### src/rtl/rle_pixel_scheduler_if.sv
// Run-entry stream between the RLE decode/fetch path and rle_pixel_scheduler.
// Upstream drives the master modport; the scheduler takes the slave modport.
interface rle_pixel_scheduler_if #(
    parameter int COLOUR_BITS = 6,
    parameter int LEN_BITS    = 10
) ();
    logic                   run_valid;
    logic                   run_ready;
    logic [LEN_BITS-1:0]    run_len;
    logic [COLOUR_BITS-1:0] run_colour;

    modport master (
        output run_valid,
        output run_len,
        output run_colour,
        input  run_ready
    );

    modport slave (
        input  run_valid,
        input  run_len,
        input  run_colour,
        output run_ready
    );
endinterface

### src/rtl/rle_pixel_scheduler.sv
// Plays run-length entries onto the raster, one pixel per clk, with one current and one prefetched run.
// Optional RLE_FRAME_RESYNC_EN: next_frame drops both slots so a misaligned stream recovers within one frame.
module rle_pixel_scheduler #(
    parameter int COLOUR_BITS = 6,
    parameter int LEN_BITS    = 10
) (
    input  logic                   clk,
    input  logic                   reset_n,
    input  logic                   blank,
    input  logic                   next_frame,
    rle_pixel_scheduler_if.slave   run,
    output logic [COLOUR_BITS-1:0] colour,
    output logic                   underflow
);

    typedef enum logic {
        WAIT_FRAME,
        ACTIVE
    } state_t;

    typedef struct packed {
        logic                   valid;
        logic [LEN_BITS-1:0]    len;
        logic [COLOUR_BITS-1:0] colour;
    } slot_t;

    state_t                 state_q, state_d;
    slot_t                  cur_q, cur_d;
    slot_t                  nxt_q, nxt_d;
    slot_t                  in_slot, src_a, src_b;
    logic                   ready_q;
    logic                   hs;
    logic                   active_px;
    logic                   take;
    logic [COLOUR_BITS-1:0] colour_d;
    logic                   underflow_d;

    // ready is a flop copy of !nxt_valid, so upstream never sees a path from run_valid or blank.
    assign run.run_ready = ready_q;

    always_comb begin
        // NOTE: every variable gets a default before any branch, so no path can infer a latch.
        hs          = run.run_valid && ready_q;
        in_slot     = '{valid: hs && (run.run_len != '0), len: run.run_len, colour: run.run_colour};
        active_px   = (state_q == ACTIVE) && !blank;
        state_d     = state_q;

        // Candidate runs in play order; at most two can be valid because a
        // handshake only happens while the next slot is empty.
        src_a = cur_q.valid ? cur_q : (nxt_q.valid ? nxt_q : in_slot);
        src_b = cur_q.valid ? (nxt_q.valid ? nxt_q : in_slot) : '0;

        take        = active_px && src_a.valid;
        colour_d    = take ? src_a.colour : '0;
        underflow_d = (active_px && !src_a.valid) || (underflow && !next_frame);

        cur_d = src_a;
        nxt_d = src_b;
        if (take) begin
            if (src_a.len == LEN_BITS'(1)) begin
                // Run expires this pixel; the follower moves up with no bubble.
                cur_d = src_b;
                nxt_d = '0;
            end else begin
                cur_d.len = src_a.len - LEN_BITS'(1);
            end
        end

`ifdef RLE_FRAME_RESYNC_EN
        if (next_frame) begin
            cur_d = '0;
            nxt_d = in_slot;
        end
`endif

        if (next_frame) begin
            state_d = ACTIVE;
        end
    end

    // NOTE: all state uses non-blocking assignment so every flop samples pre-edge values.
    always_ff @(posedge clk or negedge reset_n) begin
        if (!reset_n) begin
            state_q   <= WAIT_FRAME;
            cur_q     <= '0;
            nxt_q     <= '0;
            ready_q   <= 1'b0;
            colour    <= '0;
            underflow <= 1'b0;
        end else begin
            state_q   <= state_d;
            cur_q     <= cur_d;
            nxt_q     <= nxt_d;
            ready_q   <= !nxt_d.valid;
            colour    <= colour_d;
            underflow <= underflow_d;
        end
    end

endmodule

### src/flat_wrapper.sv
// flat-port wrapper written by rule: the top's interface ports become plain ports
module rle_pixel_scheduler_flat 
#(
    parameter int COLOUR_BITS = 6,
    parameter int LEN_BITS    = 10
)
  (clk, reset_n, blank, next_frame, colour, underflow, run_run_valid, run_run_len, run_run_colour, run_run_ready);
  rle_pixel_scheduler_if #(.COLOUR_BITS(COLOUR_BITS), .LEN_BITS(LEN_BITS)) run_i ();
  input  logic clk;
  input  logic reset_n;
  input  logic blank;
  input  logic next_frame;
  output logic [COLOUR_BITS-1:0] colour;
  output logic underflow;
  input wire logic [$bits(run_i.run_valid)-1:0] run_run_valid;
  input wire logic [$bits(run_i.run_len)-1:0] run_run_len;
  input wire logic [$bits(run_i.run_colour)-1:0] run_run_colour;
  output wire logic [$bits(run_i.run_ready)-1:0] run_run_ready;
  assign run_i.run_valid = run_run_valid;
  assign run_i.run_len = run_run_len;
  assign run_i.run_colour = run_run_colour;
  assign run_run_ready = run_i.run_ready;
  rle_pixel_scheduler #(.COLOUR_BITS(COLOUR_BITS), .LEN_BITS(LEN_BITS)) u_core (.clk(clk), .reset_n(reset_n), .blank(blank), .next_frame(next_frame), .run(run_i), .colour(colour), .underflow(underflow));
endmodule
### config.mk
export PLATFORM = sky130hd
export DESIGN_NAME = rle_pixel_scheduler_flat
export DESIGN_NICKNAME = d
export VERILOG_FILES = /design/src/rtl/rle_pixel_scheduler_if.sv /design/src/rtl/rle_pixel_scheduler.sv /design/src/flat_wrapper.sv
export SDC_FILE = /design/constraint.sdc
export NUM_CORES = 1
export LEC_CHECK = 0
export ABC_AREA = 0
export BUFFER_PORTS_ARGS = -buffer_cell sky130_fd_sc_hd__buf_2
export CAP_MARGIN = 20
export CORE_MARGIN = 3
export CORE_UTILIZATION = 35
export DETAILED_ROUTE_END_ITERATION = 7
export MAX_ROUTING_LAYER = met4
export PLACE_DENSITY = 0.57
export SETUP_SLACK_MARGIN = 0.05
export SYNTH_ARGS = -nofsm -noshare
export SYNTH_HDL_FRONTEND = slang
export SYNTH_SLANG_ARGS = --single-unit
### constraint.sdc
create_clock -name clk -period 5.7 [get_ports clk]
set_clock_uncertainty 0.1 [all_clocks]
set_input_delay 0 -clock clk [delete_from_list [all_inputs] [get_ports clk]]
set_output_delay 0 -clock clk [all_outputs]
set_load 0.02 [all_outputs]
==> flow_summary.json, run 1 <==
{
  "ctsHtreeMaxLevel": 2,
  "cts_buffers": 5,
  "viasPerCell": 5.29,
  "synth_edf_count": 0,
  "ys.warnings.count": 0,
  "async_flop_share_pct": 100,
  "die_area_mm2": 0.00786,
  "drive_gt1_share_pct": 23.2,
  "antenna_found_initial": 0,
  "fp-row-count": 29,
  "post_cts_buffers": 0,
  "wirelength_mm": 5.31,
  "synth.most_common_cell": "dfrtp_1",
  "cts_sinks": 43,
  "grt_max_degree": 44,
  "detail-route-antenna-nets": 0,
  "grt_use_total_pct": 14.6,
  "die_h_um": 88.7,
  "cap_violations": 0,
  "fmax_mhz": 253,
  "setup_tns_ns": 0,
  "end_kind": "register",
  "synth_xor_area_share_pct": 0.366,
  "portBuffers": 28,
  "slew_violations": 0,
  "synth_nets": 258,
  "synth.mux.area_fraction_pct": 13.6,
  "fin_hold_ws_ns": 0.0103,
  "cts_root_buffer": "clkbuf_8",
  "synthesis.area_mm2": 0.00239,
  "yosys.area_share.adder_pct": 1.47,
  "drtIter0Drc": 123,
  "p_per_area_mw_per_mm2": 427,
  "crit_type": "register to register",
  "synth_compound_area_share_pct": 16.1,
  "initial_core_util_pct": 36.8,
  "drtPass1Iterations": 5,
  "coreArea_mm2": 0.00649,
  "power.total_mw": 1.20,
  "hold_violations": 0,
  "num_antenna_cells": 0,
  "p_leak_nw": 1.28,
  "netlist_instances": 235,
  "cp_max_fo": 22,
  "critPathArrivalTime_ns": 4.04,
  "syn_to_final_growth_pct": 17.9,
  "clkSlewWorstSetupHoldPaths_ns": 0.09,
  "seq_area_frac_synth_pct": 45.0,
  "period_minus_slack_ns": 3.95,
  "yosys-top-cells-count": "dfrtp_1, nor2_1, nand2_1",
  "hpwl_mm": 3.55,
  "pre_cts_slack_ns": 1.80,
  "yosysTopAreaCell": "dfrtp_1",
  "min_path_cells": 3,
  "grt_pass1_wl_mm": 8.67,
  "die_x_um": 88.7,
  "setup_ws_ns": 1.75,
  "fillerInstances": 620,
  "synth_area_per_cell_um2": 10.2,
  "rsz0062_at_grt": "no",
  "clk_latency_ns": 0.30,
  "vdd_drop_max_v": 0.000120,
  "cts_tree": "yes",
  "wl_per_cell_um": 15.2,
  "hold_class": "primary input to register",
  "tightest_slew_ns": 1.06,
  "cts.path.max_buffers": 2,
  "drc": 0,
  "nets": 294,
  "worstSetupStartpointType": "register",
  "synth_top_area_share_pct": 45.0,
  "max_slew_margin_pct": 29.5,
  "synth_cell_types": 61,
  "gp_congestion": 0.805,
  "ys_ff_latch": 43,
  "reg2reg_depth": 9,
  "num_io_pins": 29,
  "synthFlopType": "dfrtp_1",
  "yosys.area_share.simple_pct": 19.2,
  "vias": 1846,
  "synth_area_leaders": "dfrtp_1, nor2_1, mux2i_1",
  "setup_viol": 0,
  "required_ns": 5.78,
  "fin_crit_sh_pct": 69.3,
  "status": "complete, no violations",
  "synth_top_family_by_area": "simple AND/OR/NAND/NOR gates",
  "grt_pass1_vias": 1727,
  "grt.overflow.total": 0
}
## metrics by stage
| stage | std cells | area [um^2] | utilization [%] |
|---|---|---|---|
| after floorplan | 235 | 2390 | - |
| after global placement | 328 | 2570 | 39.5 |
| after detailed placement | 328 | 2570 | 39.5 |
| after CTS | 349 | 2820 | 43.4 |
| after global routing | 349 | 2820 | 43.4 |
| final | 349 | 2820 | 43.4 |
## timing repair
item / CTS / global route
hold buffers: 13 / 0
endpoints found under the setup margin: 0 / 0
hold endpoints to repair: 61 / 0
resized for setup: 0 / 0
## where the power goes
| group | total [mW] | switching [mW] | internal, mW | leakage, nW |
|---|---|---|---|---|
| clock network | 0.255 | 0.111 | 0.144 | 0.0618 |
| registers | 0.480 | 0.0657 | 0.414 | 0.510 |
| logic | 0.469 | 0.261 | 0.208 | 0.706 |
| total | 1.20 | 0.438 | 0.766 | 1.28 |
## layout make-up
class	instances	area, um^2	share of cell area (%)
Clock inverter	2	38.8	1.38
Clock buffer	6	82.6	2.93
Tap cell	77	96.3	3.42
Timing Repair Buffer	42	278	9.85
Inverter	10	37.5	1.33
Multi-Input combinational cell	169	1210	42.9
Sequential cell	43	1080	38.2
## state kept, by name (all words and copies together) (netlist names)
| register | cells |
|---|---|
| u_core.colour | 6 |
| u_core.cur_q | 17 |
| u_core.nxt_q | 17 |
| u_core.run.run_ready | 1 |
| u_core.state_q | 1 |
| u_core.underflow | 1 |
## worst max-delay path, cell delays in order, from the launching register on
cell and delay [ns]:
dfrtp_1 1.05, mux2_1 0.42, mux2i_1 0.34, ha_1 0.24, nand2b_1 0.06, o21ai_1 0.31
nand4_2 0.23, nor2_2 0.49, a2111oi_0 0.22, a311o_1 0.37
## kinds of logic (layout without fill, tap and decap cells)
family	count (synthesis)	count (layout)
compound gates	52	52
xor+xnor	1	1
simple gates	87	87
buf+inv	23	60
mux	26	26
flops	43	43
fa+ha+maj	3	3
## cells in the final DEF, fill, tap and decap left out, types with 2 or more instances in the layout
master and instances:
o22ai_1 3, a22oi_1 2, mux2i_2 3, nand3_1 4
inv_1 9, nor2b_1 4, a22o_1 6, nor3_1 2
mux2i_1 10, buf_2 28, o21ai_1 2, and3_1 3
or2_2 2, ha_1 2, and4_1 2, dlygate4sd3_1 13
nand2b_1 3, a2111oi_0 2, o31a_1 3, a31oi_1 3
mux2i_4 3, a21oi_1 9, o31ai_1 3, clkbuf_8 6
nor2_1 33, and2_1 7, o21a_1 2, mux2_2 8
dfrtp_1 43, nand2_1 15, o21ai_0 5, nor4_1 3
## worst paths after layout
path	to	slack (ns)	start
max in group asynchronous	u_core.cur_q[15]	4.61	reset_n
worst min register to register	u_core.state_q	0.38	u_core.state_q
worst max-delay path	u_core.cur_q[14]	1.75	u_core.nxt_q[16]
worst min-delay path	u_core.nxt_q[12]	0.01	run_run_len[6]
min in group asynchronous	u_core.cur_q[13]	0.29	reset_n
worst max register to register	u_core.cur_q[14]	1.75	u_core.nxt_q[16]
## metal layers
metal / share of wire (%) / wire length (um) / vias to the layer above / GRT usage [%]
met5: 0 / 0 / - / -
met4: 1.2 / 64 / 0 / 3.30
met3: 3.5 / 187 / 6 / 2.23
met2: 46 / 2460 / 39 / 22.3
met1: 49 / 2600 / 896 / 20.6
li1: - / - / 905 / -
Power figures use the tool's default switching activity.
==> run 2, diff against run 1 <==
- clock period: 5.7 -> 3.9 ns (I/O delays scaled with it)
==> flow_summary.json, run 2 (synthesized netlist as in run 1, its figures left out) <==
{
  "cts_tree": "yes",
  "critPathArrivalTime_ns": 3.33,
  "setup_viol": 0,
  "wirelength_mm": 5.60,
  "coreArea_mm2": 0.00649,
  "cp_max_fo": 14,
  "die_x_um": 88.7,
  "power_frac_clock_pct": 16.5,
  "swShare_pct": 38.3,
  "gp_congestion": 0.841,
  "nets": 297,
  "vdd_drop_max_v": 0.000163,
  "drive_gt1_share_pct": 24.1,
  "status": "complete, no violations",
  "ctsHtreeMaxLevel": 2,
  "p_per_area_mw_per_mm2": 605,
  "end_kind": "register",
  "syn_to_final_growth_pct": 17.2,
  "clk_latency_ns": 0.30,
  "fin_crit_sh_pct": 83.1,
  "slew_violations": 0,
  "cts_root_buffer": "clkbuf_8",
  "min_path_cells": 3,
  "grt_max_degree": 44,
  "power.total_mw": 1.69,
  "power_frac_comb_pct": 43.7,
  "r2r-start": "u_core.nxt_q[16]",
  "rsz0062_at_grt": "no",
  "required_ns": 3.99,
  "top_regs": "u_core.cur_q x17, u_core.nxt_q x17, u_core.colour x6",
  "crit_type": "register to register",
  "period_minus_slack_ns": 3.24,
  "fmax_mhz": 308,
  "pwr-share-seq_pct": 39.9,
  "p_leak_nw": 1.27,
  "max_slew_margin_pct": 33.4,
  "worstHoldStart": "run_run_len[1]",
  "cap_violations": 0,
  "cts_sinks": 43,
  "viasPerCell": 5.33,
  "clkSlewWorstSetupHoldPaths_ns": 0.08,
  "grt_use_total_pct": 15.5,
  "hold_violations": 0,
  "final_cell_mix": "dfrtp_1, nor2_1, buf_2, nand2_1, dlygate4sd3_1",
  "hold_class": "primary input to register",
  "cts.repair.resized": 0,
  "cts.path.max_buffers": 2,
  "p_sw_mw": 0.649,
  "cts_buffers": 5,
  "die_h_um": 88.7,
  "worstSetupStartpointType": "register",
  "grt_pass1_vias": 1804,
  "vias": 1872,
  "die_area_mm2": 0.00786,
  "hpwl_mm": 3.81,
  "detail-route-antenna-nets": 0,
  "p_int_mw": 1.05,
  "antenna_found_initial": 0,
  "setup_tns_ns": 0,
  "wl_per_cell_um": 16.0,
  "drtIter0Drc": 121,
  "grt_pass1_wl_mm": 9.12,
  "tightest_slew_ns": 0.996,
  "num_antenna_cells": 0,
  "drtPass1Iterations": 4,
  "portBuffers": 28,
  "grt.overflow.total": 0,
  "initial_core_util_pct": 36.8,
  "drc": 0,
  "fp-row-count": 29,
  "num_io_pins": 29,
  "final_common_cell": "dfrtp_1",
  "crit_start": "u_core.nxt_q[16]",
  "reg2reg_depth": 11
}
[run 2: cell count changes in the layout (fill, tap and decap cells not counted)]
cell,before,now
clkbuf_8,6,5
dlygate4sd3_1,13,12
clkinv_2,0,1
bufinv_16,1,0
buf_4,1,5
inv_6,1,0
clkinv_4,0,1
[run 2: timing repair]
| item | in CTS | in global routing |
|---|---|---|
| setup buffers | 0 | 0 |
| hold buffers | 12 | 0 |
| hold endpoints to repair | 59 | 0 |
[run 2: critical path: stages, from the launching register on]
cell       delay, ns
dfrtp_1         0.40
buf_4           0.18
mux2_1          0.35
mux2i_1         0.15
buf_4           0.15
ha_1            0.17
nand2b_1        0.06
o21ai_1         0.29
nand4_2         0.23
nor2_2          0.48
a2111oi_0       0.22
a311o_1         0.36
[run 2: power by group through the flow]
stage	logic (mW)	registers [mW]	clock network [mW]
after global routing	0.822	0.693	0.307
after global placement	0.725	0.678	0
final	0.740	0.675	0.279
after floorplan	0.552	0.681	0
after CTS	0.741	0.676	0.289
after detailed placement	0.729	0.684	0
[run 2: stage by stage]
stage                     area (um^2)  hold WS, ns  instances  util, %  setup WS [ns]
final                            2800      0.00803        351     43.1          0.658
after global routing             2800       0.0277        351     43.1          0.385
after CTS                        2800     0.000628        351     43.1          0.661
after detailed placement         2600        0.126        332     40.0          0.707
after global placement           2600        0.123        332     40.0          0.778
after floorplan                  2390       -0.396        235        -           1.11
[run 2: layout make-up]
cell class / count / area, um^2
clock buffer: 5 / 68.8
clock inverter: 2 / 13.8
fill: 646 / 3690
inverter: 10 / 37.5
multi-input combinational: 169 / 1210
sequential: 43 / 1080
tap: 77 / 96.3
timing repair buffer: 45 / 298
[run 2: worst paths after layout]
check                                   end  slack, ns
hold / removal              u_core.nxt_q[7]      0.008
hold reg to reg              u_core.state_q       0.37
setup reg to reg           u_core.cur_q[14]       0.66
setup / recovery           u_core.cur_q[14]       0.66
min in group asynchronous  u_core.cur_q[12]       0.29
max in group asynchronous   u_core.cur_q[3]       2.81
[run 2: per-layer routing]
metal  share of wire, %  track usage (%)  up-vias
met5                  0                -        -
met4                1.4             5.08        0
met1                 48             21.0      900
li1                   -                -      918
met3                3.5             2.70        5
met2                 47             23.5       49
